**src/rtl/core_pkg.sv**
```systemverilog
// Shared RV32IM core types and constants: word width, NOP encoding, reset PC
// and the fetch-buffer entry.
package core_pkg;

  localparam int              XLEN             = 32;
  localparam logic [XLEN-1:0] NOP_INSTR        = 32'h0000_0013;
  localparam logic [XLEN-1:0] DEFAULT_RESET_PC = 32'h0000_0000;

  typedef struct packed {
    logic [XLEN-1:0] instr;
    logic [XLEN-1:0] pc;
    logic            fault;
  } fetch_entry_t;

endpackage

```
**src/rtl/fetch_buf.sv**
```systemverilog
// 2-entry FIFO of fetch entries; push and pop may coincide, head is registered (0-cycle read).
// Flush empties the FIFO, but a push in the flush cycle still lands as the new head.
module fetch_buf
  import core_pkg::*;
#(
  parameter fetch_entry_t RST_ENTRY = '0
) (
  input  logic         clk,
  input  logic         rst_n,
  input  logic         flush_i,
  input  logic         push_i,
  input  fetch_entry_t push_dat_i,
  input  logic         pop_i,
  output fetch_entry_t head_o,
  output logic [1:0]   count_o
);

  fetch_entry_t mem_q [2];
  logic         rd_ptr_q;
  logic         wr_ptr_q;
  logic [1:0]   count_q;
  logic         wr_sel;

  assign wr_sel = flush_i ? 1'b0 : wr_ptr_q;

  always_ff @(posedge clk or negedge rst_n) begin
    if (!rst_n) begin
      mem_q[0] <= RST_ENTRY;
      mem_q[1] <= RST_ENTRY;
      rd_ptr_q <= 1'b0;
      wr_ptr_q <= 1'b0;
      count_q  <= 2'd0;
    end else begin
      if (push_i) mem_q[wr_sel] <= push_dat_i;
      if (flush_i) begin
        rd_ptr_q <= 1'b0;
        wr_ptr_q <= push_i;
        count_q  <= {1'b0, push_i};
      end else begin
        if (push_i) wr_ptr_q <= ~wr_ptr_q;
        if (pop_i)  rd_ptr_q <= ~rd_ptr_q;
        count_q <= count_q + {1'b0, push_i} - {1'b0, pop_i};
      end
    end
  end

  assign head_o  = mem_q[rd_ptr_q];
  assign count_o = count_q;

endmodule

```
**src/rtl/instr_fetch.sv**
```systemverilog
// Fetch stage: owns the PC, issues word fetches (<=2 in flight+buffered), 2-cycle min fetch-to-decode.
// Redirects flush and drop wrong-path words; FETCH_MISALIGN_TRAP_EN turns misaligned targets into a faulting halt.
module instr_fetch
  import core_pkg::*;
#(
  parameter logic [XLEN-1:0] RESET_PC        = DEFAULT_RESET_PC,
  parameter int              MAX_OUTSTANDING = 2
) (
  input  logic            clk,
  input  logic            rst_n,
  output logic            imem_req_valid,
  input  logic            imem_req_ready,
  output logic [XLEN-1:0] imem_addr,
  input  logic            imem_rsp_valid,
  input  logic [XLEN-1:0] imem_rdata,
  input  logic            redirect_valid,
  input  logic [XLEN-1:0] redirect_pc,
  output logic            if_valid,
  input  logic            if_ready,
  output logic [XLEN-1:0] if_instr,
  output logic [XLEN-1:0] if_pc,
  output logic            if_fault
);

`ifdef FETCH_MISALIGN_TRAP_EN
  localparam bit TRAP_EN = 1'b1;
`else
  localparam bit TRAP_EN = 1'b0;
`endif

  localparam fetch_entry_t RST_ENTRY = '{instr: NOP_INSTR, pc: RESET_PC, fault: 1'b0};

  logic [XLEN-1:0] fetch_pc_q, fetch_pc_d;
  logic [1:0]      in_flight_q, in_flight_d;
  logic [1:0]      drop_q, drop_d;
  logic            halt_q, halt_d;
  logic            run_q;
  logic [XLEN-1:0] pcq_q [2];
  logic            pcq_wr_q, pcq_rd_q;

  logic [1:0]      buf_count;
  fetch_entry_t    buf_head, push_dat;
  logic            push, pop, req_fire, misalign;
  logic [XLEN-1:0] redir_tgt;
  logic [2:0]      credit_used;

  assign pop      = if_valid & if_ready;
  assign req_fire = imem_req_valid & imem_req_ready;
  assign misalign = TRAP_EN & redirect_valid & (redirect_pc[1:0] != 2'b00);
  assign redir_tgt = TRAP_EN ? redirect_pc : {redirect_pc[XLEN-1:2], 2'b00};

  // A word popped this cycle returns its credit at once so a ready decode gets one word per cycle.
  assign credit_used    = {1'b0, in_flight_q} + {1'b0, buf_count} - {2'b00, pop};
  assign imem_req_valid = run_q & ~halt_q & (credit_used < 3'(MAX_OUTSTANDING));
  assign imem_addr      = fetch_pc_q;

  always_comb begin
    push     = 1'b0;
    push_dat = RST_ENTRY;
    if (misalign) begin
      push     = 1'b1;
      push_dat = '{instr: NOP_INSTR, pc: redirect_pc, fault: 1'b1};
    end else if (imem_rsp_valid && !redirect_valid && drop_q == 2'd0) begin
      push     = 1'b1;
      push_dat = '{instr: imem_rdata, pc: pcq_q[pcq_rd_q], fault: 1'b0};
    end
  end

  always_comb begin
    fetch_pc_d  = fetch_pc_q;
    halt_d      = halt_q;
    in_flight_d = in_flight_q + {1'b0, req_fire} - {1'b0, imem_rsp_valid};
    drop_d      = drop_q;
    if (imem_rsp_valid && drop_q != 2'd0) drop_d = drop_q - 2'd1;
    if (req_fire) fetch_pc_d = fetch_pc_q + XLEN'(4);
    // Everything still outstanding after this cycle, including a same-cycle accept, is wrong-path.
    if (redirect_valid) begin
      fetch_pc_d = redir_tgt;
      halt_d     = misalign;
      drop_d     = in_flight_d;
    end
  end

  always_ff @(posedge clk or negedge rst_n) begin
    if (!rst_n) begin
      fetch_pc_q  <= RESET_PC;
      in_flight_q <= 2'd0;
      drop_q      <= 2'd0;
      halt_q      <= 1'b0;
      run_q       <= 1'b0;
      pcq_q[0]    <= '0;
      pcq_q[1]    <= '0;
      pcq_wr_q    <= 1'b0;
      pcq_rd_q    <= 1'b0;
    end else begin
      fetch_pc_q  <= fetch_pc_d;
      in_flight_q <= in_flight_d;
      drop_q      <= drop_d;
      halt_q      <= halt_d;
      run_q       <= 1'b1;
      if (req_fire) begin
        pcq_q[pcq_wr_q] <= fetch_pc_q;
        pcq_wr_q        <= ~pcq_wr_q;
      end
      if (imem_rsp_valid) pcq_rd_q <= ~pcq_rd_q;
    end
  end

  fetch_buf #(
    .RST_ENTRY(RST_ENTRY)
  ) u_buf (
    .clk       (clk),
    .rst_n     (rst_n),
    .flush_i   (redirect_valid),
    .push_i    (push),
    .push_dat_i(push_dat),
    .pop_i     (pop),
    .head_o    (buf_head),
    .count_o   (buf_count)
  );

  assign if_valid = (buf_count != 2'd0);
  assign if_instr = buf_head.instr;
  assign if_pc    = buf_head.pc;
  assign if_fault = TRAP_EN ? buf_head.fault : 1'b0;

endmodule

```
**config.mk**
```make
export PLATFORM = sky130hd
export DESIGN_NAME = instr_fetch
export DESIGN_NICKNAME = d
export VERILOG_FILES = /design/src/rtl/core_pkg.sv /design/src/rtl/fetch_buf.sv /design/src/rtl/instr_fetch.sv
export SDC_FILE = /design/constraint.sdc
export NUM_CORES = 1
export LEC_CHECK = 0
export CAP_MARGIN = 0
export CORE_MARGIN = 3
export CORE_UTILIZATION = 45
export DETAILED_ROUTE_END_ITERATION = 8
export PLACE_DENSITY_LB_ADDON = 0.2
export SYNTH_ARGS = -nofsm -noshare
export SYNTH_HDL_FRONTEND = slang
export SYNTH_HIERARCHICAL = 1
export SYNTH_SLANG_ARGS = --single-unit
```
**constraint.sdc**
```tcl
create_clock -name clk -period 3.4 [get_ports clk]
set_clock_uncertainty 0.1 [all_clocks]
set_input_delay 0.68 -clock clk [delete_from_list [all_inputs] [get_ports clk]]
set_output_delay 0.68 -clock clk [all_outputs]
set_load 0.01 [all_outputs]
```
# Word-level counts from Yosys, hierarchy flattened

Index checks and enable logic that the tools add are counted.

Memory bits (read-only): 0
Latch bits: 0
Memory bits (writable): 0
Input port bits: 70
Output and inout bits: 99
Word-level logic and storage cells: 80
Bits in registers: 237
Memories: 0

$lt $le $gt $ge: 7
$mul: 0
Multiplexer cells: 24
$add $sub $neg: 8
Divide/modulo/power cells: 0
Bitwise operators: 11
Eq/ne operators: 0
Reductions and logical operators: 13
Shift operators: 0

Operators with widths:

| cell                                                                  | count |
|---|---|
| 65-bit two-way mux                                                    | 5 |
| 32-bit two-way mux                                                    | 6 |
| 130-bit bitwise mux                                                   | 1 |
| 65-bit demux with 1-bit select                                        | 1 |
| 64-bit bitwise mux                                                    | 1 |
| 32-bit by 3-bit adder with 32-bit output (second input constant)      | 1 |
| 32-bit demux with 1-bit select                                        | 1 |
| 2-bit nonzero test                                                    | 6 |
| 2-bit greater-or-equal comparator (second input constant)             | 4 |
| 1-bit NOT with 2-bit output                                           | 4 |
| 1-bit two-way mux                                                     | 6 |
| 2-bit two-way mux                                                     | 3 |
| 1-bit logical AND                                                     | 5 |
| 2-bit by 1-bit adder with 2-bit output                                | 2 |
| 2-bit by 1-bit < comparator with 1-bit output (second input constant) | 2 |
| 1-bit NOT                                                             | 4 |
| 2-bit by 1-bit subtractor with 2-bit output                           | 2 |
| 2-bit by 2-bit adder with 3-bit output                                | 1 |
| 1-bit AND                                                             | 3 |
| 3-bit by 2-bit < comparator with 1-bit output (second input constant) | 1 |
| 3-bit by 1-bit subtractor with 3-bit output                           | 1 |
| 2-bit logical NOT                                                     | 1 |
| 2-bit by 1-bit subtractor with 2-bit output (second input constant)   | 1 |
| 1-bit logical NOT                                                     | 1 |

# Logic depth before layout (Yosys ltp)

Depth in word-level cells: 9
Gate-level depth with buffers: 16
Mapped depth without buffers: 16

# Modules after synthesis

Netlist, hierarchy kept.

By module, submodules not included:

| module      | area an instance (µm²) | seq. area each (µm²) | cells each | instances |
|---|---|---|---|---|
| fetch_buf   | 6,274.8                | 3,360.7              | 364        | 1 |
| instr_fetch | 5,009.8                | 2,427.3              | 477        | 1 |

# Least setup slack after synthesis

Ideal clock, no wire load.

Kind: input to register
Start: input if_ready
End: register fetch_pc_q[25], in the netlist imem_addr[25]
Stages: 10
Path buffers: 1
Arrival time: 3,259 ps
Path slack: -83 ps
Required time: 3,175 ps
Library setup time: 125 ps
Cell sequence: and2_1 ha_1 nand2b_1 fa_1 nand3_1 or3_1 clkbuf_2 or4b_1 xnor2_1 mux2_2

Longest elaborated chain between the ends: 6

RTL lines:

| item                                          | RTL line          | text |
|---|---|---|
| start: declaration                            | instr_fetch.sv:19 | `input logic if_ready,` |
| 1-bit AND                                     | instr_fetch.sv:47 | `assign pop = if_valid & if_ready;` |
| 3-bit by 1-bit subtractor with 3-bit output   | instr_fetch.sv:53 | `assign credit_used = {1'b0, in_flight_q} + {1'b0, buf_count} - {2'b00, pop};` |
| 3-bit by 2-bit < comparator with 1-bit output | instr_fetch.sv:54 | `assign imem_req_valid = run_q & ~halt_q & (credit_used < 3'(MAX_OUTSTANDING));` |
| 1-bit AND                                     | instr_fetch.sv:54 |  |
| 1-bit AND                                     | instr_fetch.sv:48 | `assign req_fire = imem_req_valid & imem_req_ready;` |
| 2-bit nonzero test (no source line)           | n/a               |  |
| end signal: assignment                        | instr_fetch.sv:96 | `fetch_pc_q <= fetch_pc_d;` |
| end: declaration                              | instr_fetch.sv:33 | `logic [XLEN-1:0] fetch_pc_q, fetch_pc_d;` |

No other way between the ends.
A chain may end at the register's enable or synchronous reset.

# Final worst setup path

Start: input if_ready
End: register fetch_pc_q[25], in the netlist imem_addr[25]

Longest elaborated chain between the ends: 6

RTL lines:

| item                                          | RTL line          | text |
|---|---|---|
| 1-bit AND                                     | instr_fetch.sv:47 |  |
| net pop                                       | instr_fetch.sv:43 | `logic push, pop, req_fire, misalign;` |
| 3-bit by 1-bit subtractor with 3-bit output   | instr_fetch.sv:53 |  |
| 3-bit by 2-bit < comparator with 1-bit output | instr_fetch.sv:54 |  |
| 1-bit AND                                     | instr_fetch.sv:54 |  |
| 1-bit AND                                     | instr_fetch.sv:48 |  |
| 2-bit nonzero test (no source line)           | n/a               |  |

The timed path passes the listed nets, and every way through them passes these cells.

==> key figures <==
Run status
  • Status: complete, no violations

Place
  • Placer Congestion: 0.752
  • Dpl hpwl: around 16000 um
  • Placed cell areas: 13300 sq um
  • Port Buffers: about 160

Clock tree
  • H-tree depth: 1
  • Number of clock sinks: 229
  • CTS tree: done
  • Clock buffer depth: 3
  • Worst-path clk slew: 0.06 ns
  • Cts hold-fix bufs: 0
  • CTS Buf Count: 25
  • Worst-Skew Late Latency: between 0.5 and 0.6 ns
  • Root buffer cell: clkbuf_16

Timing
  • Crit share post-route: roughly 98%
  • Final Slew Violations: 0
  • Final Critical Period: 3.33 ns
  • Slew margin rel.: 56.6%
  • Final setup vio count: 0
  • Fin Setup TNS: 0 ns
  • Fmax: roughly 0.30 GHz
  • Worst-Margin Slew: approximately 0.64 ns
  • Fin. Hold Viols: 0

Finish
  • Area grow syn2layout: 26.7%
  • Fin area: 14200 sq um
  • Commonest non-fill, non-tap cell in the layout: dfrtp_1
  • Diode count: 0
  • Most frequent cells in the layout: dfrtp_1, clkdlybuf4s50_1, mux2_2, mux2_4, nand2_1
  • Nets: approximately 1100
  • Share of layout cells above drive strength 1: 34.2%

Synthesis
  • Syn_area_per_cell: 13.4 sq um
  • Cells after synthesis: 836
  • Cell area after synthesis: about 11000 sq um
  • Warnings from Yosys: 6

Worst setup path
  • CP startpoint kind: input pin
  • Worst setup EP type: register
  • WS Path Type: in -> reg
  • Worst EP required: between 3 and 4 ns
  • CP arrival: 3.62 ns
  • Crit-path max FO: 2

Flow run
  • Max_cap viols: 0

Routing
  • DR iter-0 viols: 204
  • Antenna-violating nets left: 0
  • DRC viols: 0
  • Via count: about 6900
  • Post-Route WL: around 25000 um
  • Wirelength per Cell: roughly 18 um
  • Routed vias/inst: between 5 and 6
  • DRT Pass-1 Iters: 4

Global routing
  • GRT Util Overall: between 10% and 20%
  • Gr ovfl total: 0
  • Pin count of the biggest net entering global routing: 69
  • Initial antenna violation count: 0
  • Vias in the first global route: approximately 7400
  • First-pass GRT wire length: between 40000 and 50000 um

Floorplan
  • Die ar.: 26800 sq um
  • Die W: roughly 160 um
  • IO Pins: between 150 and 200
  • Die H: 164 um
  • Std-Cell Rows: 57
  • Core Region: 24400 sq um
  • Starting Density: ~46%

Min path
  • Worst hold path type: in -> async

Power and ir drop
  • Maximum vdd ir drop: around 430 uV
  • Leakage power: 6.76 nW
  • Pwr/cell area: between 600 and 700 nW/um^2
## metal layers
layer  track usage (%)  vias up  share of wire (%)
met5                 0        -                  0
met2              30.5      147                 47
met3              3.78       25                5.1
met1              26.8     3494                 47
li1                  -     3256                  -
met4              3.11        0                1.4
## stage by stage
| step | setup WS (ns) | hold slack (ns) | power (mW) | util [%] | cells |
|---|---|---|---|---|---|
| floorplan | 0.0278 | 0.284 | 5.92 | - | 842 |
| global placement | -0.419 | 0.366 | 7.07 | 54.6 | 1312 |
| detailed placement | -0.447 | 0.370 | 7.14 | 54.6 | 1312 |
| CTS | 0.00344 | 0.0239 | 9.96 | 58.1 | 1358 |
| global route | -0.000447 | 0.0363 | 10.4 | 58.2 | 1358 |
| finish | 0.0744 | 0.0170 | 9.84 | 58.2 | 1358 |
## path summary, 6_finish.rpt
check	startpoint	endpoint	slack (ns)	depth (start not counted)
max in group asynchronous	rst_n	u_buf/mem_q[49]	2.39	2
min reg2reg	pcq_q[18]	pcq_q[18]	0.38	2
min in group clk	pcq_q[18]	pcq_q[18]	0.38	2
max reg2reg	u_buf/count_o[1]	imem_addr[25]	0.12	12
max	if_ready	imem_addr[25]	0.07	11
min	rst_n	u_buf/mem_q[59]	0.02	1
## registers in the layout, indices dropped and copies added, names as in the netlist
| register | flops |
|---|---|
| drop_q | 2 |
| imem_addr | 30 |
| in_flight_q | 2 |
| pcq_q | 60 |
| pcq_rd_q | 1 |
| pcq_wr_q | 1 |
| run_q | 1 |
| u_buf/count_o | 2 |
| u_buf/mem_q | 128 |
| u_buf/rd_ptr_q | 1 |
| u_buf/wr_ptr_q | 1 |
## area by class of cell
class / count / area, sq um
clock buffers: 39 / 758
clock inverters: 4 / 70.1
fillers: 2106 / 10200
inverters: 15 / 56.3
multi-input cells: 546 / 5130
flip-flops and latches: 229 / 5740
well taps: 324 / 405
repair buffers: 201 / 2020
## worst max-delay path, stage by stage
cell and delay (ns):
clkdlybuf4s50_1 0.46, and2_4 0.15, ha_4 0.19, nand2b_4 0.13, fa_2 0.36, buf_4 0.16, xnor2_2 0.14, or3_4 0.41
or4b_4 0.54, xnor2_1 0.14, mux2_2 0.26
## power breakdown
group	switching, mW	leakage [nW]	total (mW)	internal, mW
combinational	1.36	3.34	3.30	1.94
sequential	0.427	3.01	3.83	3.40
clock	1.04	0.409	2.71	1.67
total	2.83	6.76	9.84	7.01
## what timing repair did
item	4_1_cts	5_1_grt
endpoints found under the setup margin	1	2
gates resized for setup	6	5
pin swaps	3	0
setup buffers	3	0
Power figures use the tool's default switching activity.
